File: src/rtl/cache_stats_dump_sequencer.sv
// Walks the performance-counter select codes, captures each returned word and streams it to the host.
// Counting stays frozen for the whole walk so multi-word counters read back coherently.
module cache_stats_dump_sequencer #(
    parameter logic [31:0] CODE_MASK   = 32'h000F_BFFF,
    parameter int unsigned WAIT_CYCLES = 2
) (
    input  logic        clock_i,
    input  logic        reset_i,
    input  logic        start_i,
    input  logic        abort_i,
    input  logic        run_enable_i,
    output logic [31:0] comm_o,
    output logic [1:0]  select_o,
    input  logic [31:0] comm_i,
    output logic [31:0] word_o,
    output logic [4:0]  code_o,
    output logic        valid_o,
    input  logic        ready_i,
    output logic        busy_o,
    output logic        done_o,
    output logic [2:0]  state_o
);

    typedef enum logic [2:0] {
        S_IDLE    = 3'd0,
        S_FREEZE  = 3'd1,
        S_ADDR    = 3'd2,
        S_WAIT    = 3'd3,
        S_CAPTURE = 3'd4,
        S_PUSH    = 3'd5,
        S_RESTORE = 3'd6
    } state_t;

    // Only codes 0..19 exist in the bank; higher mask bits are dropped.
    localparam logic [31:0] EFF_MASK  = CODE_MASK & 32'h000F_FFFF;
    localparam logic [2:0]  WAIT_LOAD = 3'(WAIT_CYCLES - 1);
    localparam bit          SKIP_WAIT = (WAIT_CYCLES <= 1);

    // Returns {found, code}: lowest enabled code at or above lo; lo = 32 means none left.
    function automatic logic [5:0] find_code(input logic [31:0] mask, input logic [5:0] lo);
        logic [5:0] r;
        r = '0;
        for (int i = 31; i >= 0; i--) begin
            if (mask[i] && (6'(i) >= lo)) r = {1'b1, 5'(i)};
        end
        return r;
    endfunction

    state_t     state_q, state_d;
    logic [4:0] ptr_q;
    logic [2:0] wait_q;
    logic       aborted_q;
    logic [5:0] first_hit, next_hit;
    logic       abort_hit;

    assign first_hit = find_code(EFF_MASK, 6'd0);
    assign next_hit  = find_code(EFF_MASK, {1'b0, ptr_q} + 6'd1);
    assign abort_hit = abort_i && (state_q != S_IDLE) && (state_q != S_RESTORE);

    assign busy_o   = (state_q != S_IDLE);
    assign select_o = 2'b00;
    assign state_o  = state_q;

    always_ff @(posedge clock_i or posedge reset_i) begin
        if (reset_i) state_q <= S_IDLE;
        else         state_q <= state_d;
    end

    always_comb begin
        state_d = state_q;
        case (state_q)
            S_IDLE:    if (start_i) state_d = S_FREEZE;
            S_FREEZE:  state_d = first_hit[5] ? S_ADDR : S_RESTORE;
            S_ADDR:    state_d = SKIP_WAIT ? S_CAPTURE : S_WAIT;
            S_WAIT:    if (wait_q <= 3'd1) state_d = S_CAPTURE;
            S_CAPTURE: state_d = S_PUSH;
            S_PUSH:    if (ready_i) state_d = next_hit[5] ? S_ADDR : S_RESTORE;
            S_RESTORE: state_d = S_IDLE;
            default:   state_d = S_IDLE;
        endcase
        if (abort_hit) state_d = S_RESTORE;
    end

    // Host port: a word transfers on any rising edge with valid_o & ready_i; once raised,
    // valid_o and word_o/code_o hold until that edge, dropping early only on abort or reset.
    always_ff @(posedge clock_i or posedge reset_i) begin
        if (reset_i) begin
            comm_o    <= '0;
            word_o    <= '0;
            code_o    <= '0;
            valid_o   <= 1'b0;
            done_o    <= 1'b0;
            ptr_q     <= '0;
            wait_q    <= '0;
            aborted_q <= 1'b0;
        end else begin
            done_o <= 1'b0;
            case (state_q)
                // Count enable drops on the accepting edge so it is low for all of busy.
                S_IDLE:    comm_o <= {7'b0, run_enable_i & ~start_i, 24'b0};
                S_FREEZE: begin
                    ptr_q     <= first_hit[4:0];
                    aborted_q <= 1'b0;
                end
                S_ADDR: begin
                    comm_o[4:0] <= ptr_q;
                    wait_q      <= WAIT_LOAD;
                end
                S_WAIT:    wait_q <= wait_q - 3'd1;
                S_CAPTURE: begin
                    word_o  <= comm_i;
                    code_o  <= ptr_q;
                    valid_o <= 1'b1;
                end
                S_PUSH: begin
                    if (ready_i) begin
                        valid_o <= 1'b0;
                        ptr_q   <= next_hit[4:0];
                    end
                end
                S_RESTORE: begin
                    comm_o    <= {7'b0, run_enable_i, 24'b0};
                    done_o    <= ~aborted_q & ~abort_i;
                    aborted_q <= 1'b0;
                end
                default: ;
            endcase
            if (abort_hit) begin
                valid_o   <= 1'b0;
                aborted_q <= 1'b1;
            end
        end
    end

endmodule

File: config.mk
export PLATFORM = sky130hd
export DESIGN_NAME = cache_stats_dump_sequencer
export DESIGN_NICKNAME = d
export VERILOG_FILES = /design/src/rtl/cache_stats_dump_sequencer.sv
export SDC_FILE = /design/constraint.sdc
export NUM_CORES = 1
export LEC_CHECK = 0
export CORE_MARGIN = 2
export CORE_UTILIZATION = 40
export DETAILED_ROUTE_END_ITERATION = 10
export MAX_ROUTING_LAYER = met4
export PLACE_DENSITY = 0.76
export SLEW_MARGIN = 10
export SYNTH_ARGS = -nofsm -noshare
export SYNTH_HDL_FRONTEND = slang
export SYNTH_SLANG_ARGS = --single-unit
File: constraint.sdc
create_clock -name clock_i -period 1.7 [get_ports clock_i]
set_input_delay 0.17 -clock clock_i [delete_from_list [all_inputs] [get_ports clock_i]]
set_output_delay 0.17 -clock clock_i [all_outputs]
set_load 0.1 [all_outputs]
Yosys cells after proc, flatten, opt, wreduce, memory -nomap -nowiden
Cells that the tools add are included.
Word-level totals
  register bits after elaboration: 83
  input port bits: 38
  word-level logic and storage cells: 99
Operators by class
  add/subtract/negate cells: 2
  order comparisons: 20
  eq/ne operators: 11
  mux-type cells: 36
  bitwise operators: 5
  reduce and logical (&&, ||, !) cells: 15
Operator list (number)
  2-to-1 mux 6 bit: 19
  one-hot mux 27 bit (2 select lines): 1
  greater-or-equal comparator 4 x 6 -> 1 bit (first input constant): 7
  greater-or-equal comparator 3 x 6 -> 1 bit (first input constant): 4
  greater-or-equal comparator 5 x 6 -> 1 bit (first input constant): 4
  one-hot mux 5 bit (2 select lines): 2
  one-hot mux 3 bit (6 select lines): 1
  2-to-1 mux 3 bit: 5
  greater-or-equal comparator 1 x 6 -> 1 bit (first input constant): 2
  greater-or-equal comparator 2 x 6 -> 1 bit (first input constant): 2
  != test 3 bit (second input constant): 4
  nonzero test 2 bit: 5
  == test 3 bit (second input constant): 3
  adder 5 x 1 -> 6 bit (second input constant): 1
  == test 3 x 2 -> 1 bit (second input constant): 2
  one-hot mux 3 bit (2 select lines): 1
  nonzero test 3 bit: 2
  2-to-1 mux 1 bit: 5
  2-to-1 mux 5 bit: 1
  AND reduction 2 bit: 2
  OR reduction 2 bit: 2
  == test 3 x 1 -> 1 bit (second input constant): 1
  <= comparator 3 x 1 -> 1 bit (second input constant): 1
  logical NOT 3 bit: 1
  other kinds (7): 11

Depth between registers and ports, before layout
  depth in word-level cells: 25
  gate-level depth with buffers: 8
  mapped depth without buffers: 7

Least setup slack after synthesis
Ideal clock, no wire load.
  kind: register to register
  start point: reg state_q[0] (netlist: state_o[0])
  end point: reg valid_o
  library setup time: 0.121 ns
  arrival: 2.404 ns
  slack: -0.826 ns
  stages on the path, launching flop included: 5
  period minus slack after synthesis: 2.526 ns
  cells stage by stage: dfrtp_1 inv_2 nand2_1 nand3_1 a22o_2
Between the ends
  longest elaborated chain between the ends: 5
  elaborated cells on any way between the ends: 11
  classes of those cells: eq/ne (4); mux (2); reduce/logical (5)
RTL lines
  from (decl): line 49  | state_t state_q, state_d;
  from (signal assigned): line 66  | else state_q <= state_d;
  nonzero test 3 bit (*)
  via busy_o: line 19  | output logic busy_o,
  logical AND 1 bit (*) (2 in a row): line 58  | assign abort_hit = abort_i && (state_q != S_IDLE) && (state_q != S_RESTORE);
  != test 3 bit (no source line) or nonzero test 3 bit (tied branches)
  AND reduction 2 bit (no source line)
  to (signal assigned): line 91  | valid_o <= 1'b0;
  to (signal assigned): line 113  | valid_o <= 1'b1;
  to (signal assigned): line 117  | valid_o <= 1'b0;
  to (decl): line 17  | output logic valid_o,
Mark *: on every way through the listed nets, which the timed path passes. The rest lies on a longest branch.
A chain may end at the register's enable or synchronous reset.

Final worst setup path
  start point: reg ptr_q[1]
  end point: reg ptr_q[0]
Between the ends
  longest elaborated chain between the ends: 23
  elaborated cells on any way between the ends: 41
  classes of those cells: add/sub (1); order compare (19); mux (21)
RTL lines
  from (decl): line 50  | logic [4:0] ptr_q;
  from (signal assigned): line 102  | ptr_q <= first_hit[4:0];
  from (signal assigned): line 118  | ptr_q <= next_hit[4:0];
  adder 5 x 1 -> 6 bit (*): line 57  | assign next_hit = find_code(EFF_MASK, {1'b0, ptr_q} + 6'd1);
  greater-or-equal comparator 5 x 6 -> 1 bit: line 44  | if (mask[i] && (6'(i) >= lo)) r = {1'b1, 5'(i)};
  2-to-1 mux 6 bit (18 in a row): line 44
  2-to-1 mux 6 bit (*): line 44
  2-to-1 mux 5 bit (*): line 116  | if (ready_i) begin
  one-hot mux 5 bit (2 select lines) (*): line 98  | case (state_q)
Mark *: on every way between the ends. The rest lies on a longest branch, timed or not. The select of a mux whose other input is x is not followed.

==> metrics.md <==
| Metric | Value |
|---|---|
| Initial Utilization | 41.8% |
| Max-slew violations | 0 |
| Endpoint class of the critical path | flop |
| Sum Neg Setup Slack | 0 ns |
| Mean area per synthesized cell | 10.8 sq um |
| Diodes inserted | 0 |
| CP Depth | 6 |
| Fraction of layout instances using a drive strength above 1 | 42.1% |
| Seq/Total Area, Yosys | 46.6% |
| Die H | 91.5 um |
| Yosys cell types | 51 |
| Final Skew | 0.00507 ns |
| CP Cell Sequence | ha_4 -> or3_4 -> nand3b_1 -> o31ai_2 -> a21oi_1 -> o211ai_1 |
| GP Congestion | 0.910 |
| First-pass GRT wire length | 12300 um |
| TritonCTS clock tree | yes |
| TritonCTS Buffers | 9 |
| Final nets | 441 |
| Clock latency on the worst-skew pair | 0.34 ns |
| Final period util | 99.9% |
| Ys flop type | dfrtp_1 |
| Initial antenna violation count | 0 |
| CP arrival | 1.94 ns |
| EDFF count, synth | 0 |
| Post-layout min period | 1.70 ns |
| Root Buffer | clkbuf_8 |
| Hold Path Class | in2async |
| Worst Reg-to-Reg Cells | 6 |
| Remaining antenna violation count | 0 |
| Number of synthesized register bits | 57 |
| Syn Inst Count | 283 |
| Max Cap Violations | 0 |
| Pin count of the biggest net entering global routing | 58 |
| Final wirelength | 7940 um |
| Routed wire per std cell | 15.8 um |
| Final setup vio count | 0 |
| Reg2reg start | ptr_q[1] |
| Max clock buf depth | 2 |
| GRT overflow | 0 |
| Port-buffer cells | 86 |
| Crit start category | flop |
| Outcome | finished, final reports clean |
| Core Box Area | 7330 sq um |
| Vias | 2519 |
| DRT iter0 DRCs | 125 |
| Area of the die | 8370 sq um |
| Hold_buf cts | 0 |
| Post-DP Area | 4140 sq um |
| Synth Cell Area | 3060 sq um |
| Post-DP HPWL | 5460 um |
| Buffers and inverters on the worst path | 0 |
| Die W | 91.5 um |
| Hold_ws | 0.229 ns |
| RSZ-0062 raised after global routing | yes |
| GRT Util Overall | 19.0% |
| Critical path's largest stage delay | 0.46 ns |
| Final Hold Viols | 0 |
| Crit-path slowest cell | dfrtp_2 |
| Crit path max fanout | 8 |
| P&R area growth vs syn | 48.1% |
| Ys async rst share | 100% |
| Yosys warnings | 0 |
| WS Path Type | reg2reg |
| Drt first pass iters | 4 |
| Critical path data required time | 1.94 ns |
| Worst reg2reg setup slack | 0.001 ns |
| DRC | 0 |
| Clk slew on worst S/H paths | 0.07 ns |
| CP delay by family, top | simple AND/OR/NAND/NOR gates |
| # placed instances | 481 |
| Final Instance Count excl. Fillers | 503 |
| Vias per std cell | 5.01 |
| Achievable Freq | 589 MHz |
| Vias in the first global route | 2444 |
| Ports | 115 |
| H-tree depth | 3 |
| RR Endpoint | ptr_q[0] |
| Clock sink total | 57 |
| Fin area | 4530 sq um |
| Standard-cell row count | 31 |
-- sequential cells by signal, indices dropped and copies added, names as in the netlist --
name / count
wait_q: 3
done_o: 1
code_o: 5
comm_o: 6
aborted_q: 1
valid_o: 1
state_o: 3
ptr_q: 5
word_o: 32
-- layout by cell type (no fill, tap or decap), types with 3 or more instances in the layout --
master	synthesis	routed
a22o_1	7	7
conb_1	1	28
mux2i_1	3	3
a31oi_1	4	4
buf_12	0	14
nor2_1	14	14
nor2b_4	0	3
a211oi_1	3	3
nand2_1	18	16
inv_1	8	5
buf_4	37	64
o31ai_1	4	3
clkbuf_8	0	10
a21oi_1	9	9
buf_6	1	4
dfrtp_2	0	6
o21ai_0	12	12
clkdlybuf4s50_1	0	37
mux2_2	38	38
dfrtp_1	57	51
inv_2	2	4
nand3_1	5	5
nand2b_1	7	7
nor3_1	4	3
ha_4	0	3
-- timing repair --
action,4_1_cts,5_1_grt
setup buffers,0,5
pin swaps,0,8
endpoints found under the setup margin,4,6
gates resized for setup,6,24
gates cloned,0,1
-- metal layers --
| layer | global-route usage (%) | part of all wire, % | vias to the layer above |
|---|---|---|---|
| li1 | - | - | 1184 |
| met1 | 23.7 | 42 | 1229 |
| met2 | 29.8 | 51 | 95 |
| met3 | 4.56 | 5.9 | 11 |
| met4 | 7.70 | 1.7 | 0 |
| met5 | - | 0 | - |
-- how the worst max path moves through the flow --
| stage | endpoint | slack, ns | startpoint |
|---|---|---|---|
| 2_1_floorplan | ptr_q[2] | -0.005 | ptr_q[0] |
| 3_3_place_gp | ptr_q[2] | -0.02 | ptr_q[0] |
| 5_1_grt | ptr_q[0] | -0.12 | ptr_q[1] |
| 6_report | ptr_q[0] | 0.001 | ptr_q[1] |
| 4_1_cts | ptr_q[2] | 0.01 | ptr_q[0] |
| 3_5_place_dp | ptr_q[0] | -0.1 | ptr_q[1] |
-- cells in the mapped netlist (2+ instances only) --
library cell | n | area (sq um)
inv_1 | 8 | 30.0
a22o_2 | 2 | 20.0
o22ai_1 | 2 | 12.5
nand2b_1 | 7 | 43.8
nor4_1 | 2 | 12.5
buf_2 | 4 | 20.0
o21ai_0 | 12 | 60.1
nand2_1 | 18 | 67.6
and3_1 | 2 | 12.5
nor2b_1 | 5 | 31.3
buf_4 | 37 | 278
a31oi_1 | 4 | 25.0
o32ai_1 | 2 | 17.5
mux2i_1 | 3 | 30.0
nand4_1 | 2 | 12.5
dfrtp_1 | 57 | 1430
a21oi_1 | 9 | 45.0
nor2_1 | 14 | 52.6
mux2_2 | 38 | 428
nand3_1 | 5 | 25.0
o31ai_1 | 4 | 30.0
a22o_1 | 7 | 61.3
nor3_1 | 4 | 20.0
a211oi_1 | 3 | 22.5
nand3b_1 | 2 | 15.0
inv_2 | 2 | 7.51
ha_1 | 4 | 50.1
-- area by class of cell --
cell class	instances	area, sq um
Fill cell	623	2800
Multi-Input combinational cell	200	1500
Tap cell	99	124
Clock inverter	5	78.8
Sequential cell	57	1430
Timing Repair Buffer	121	1220
Clock buffer	11	141
Inverter	10	40.0
-- worst min-delay path, delay by kind of cell --
kind                   cells  cell delay (ns)
buffers and inverters      3             0.79
-- stage by stage --
step                      utilization [%]  worst slack, ns
after floorplan                         -         -0.00534
after global placement               56.4          -0.0182
after detailed placement             56.4          -0.0970
after CTS                            59.7           0.0104
after global routing                 61.8           -0.118
final                                61.8          0.00142
-- cell families after synthesis --
kind of cell	share of synthesized area, %
flip-flops	46.6
buffers and inverters	11.4
AO/OA/AOI/OAI	12.7
multiplexers	15.0
other	0.122
XOR/XNOR	0.286
AND/OR/NAND/NOR	12.3
adder cells (fa/ha/maj)	1.63
Power is not shown: default switching activity piles up to over one toggle a cycle in this logic, so the estimate is an artifact.
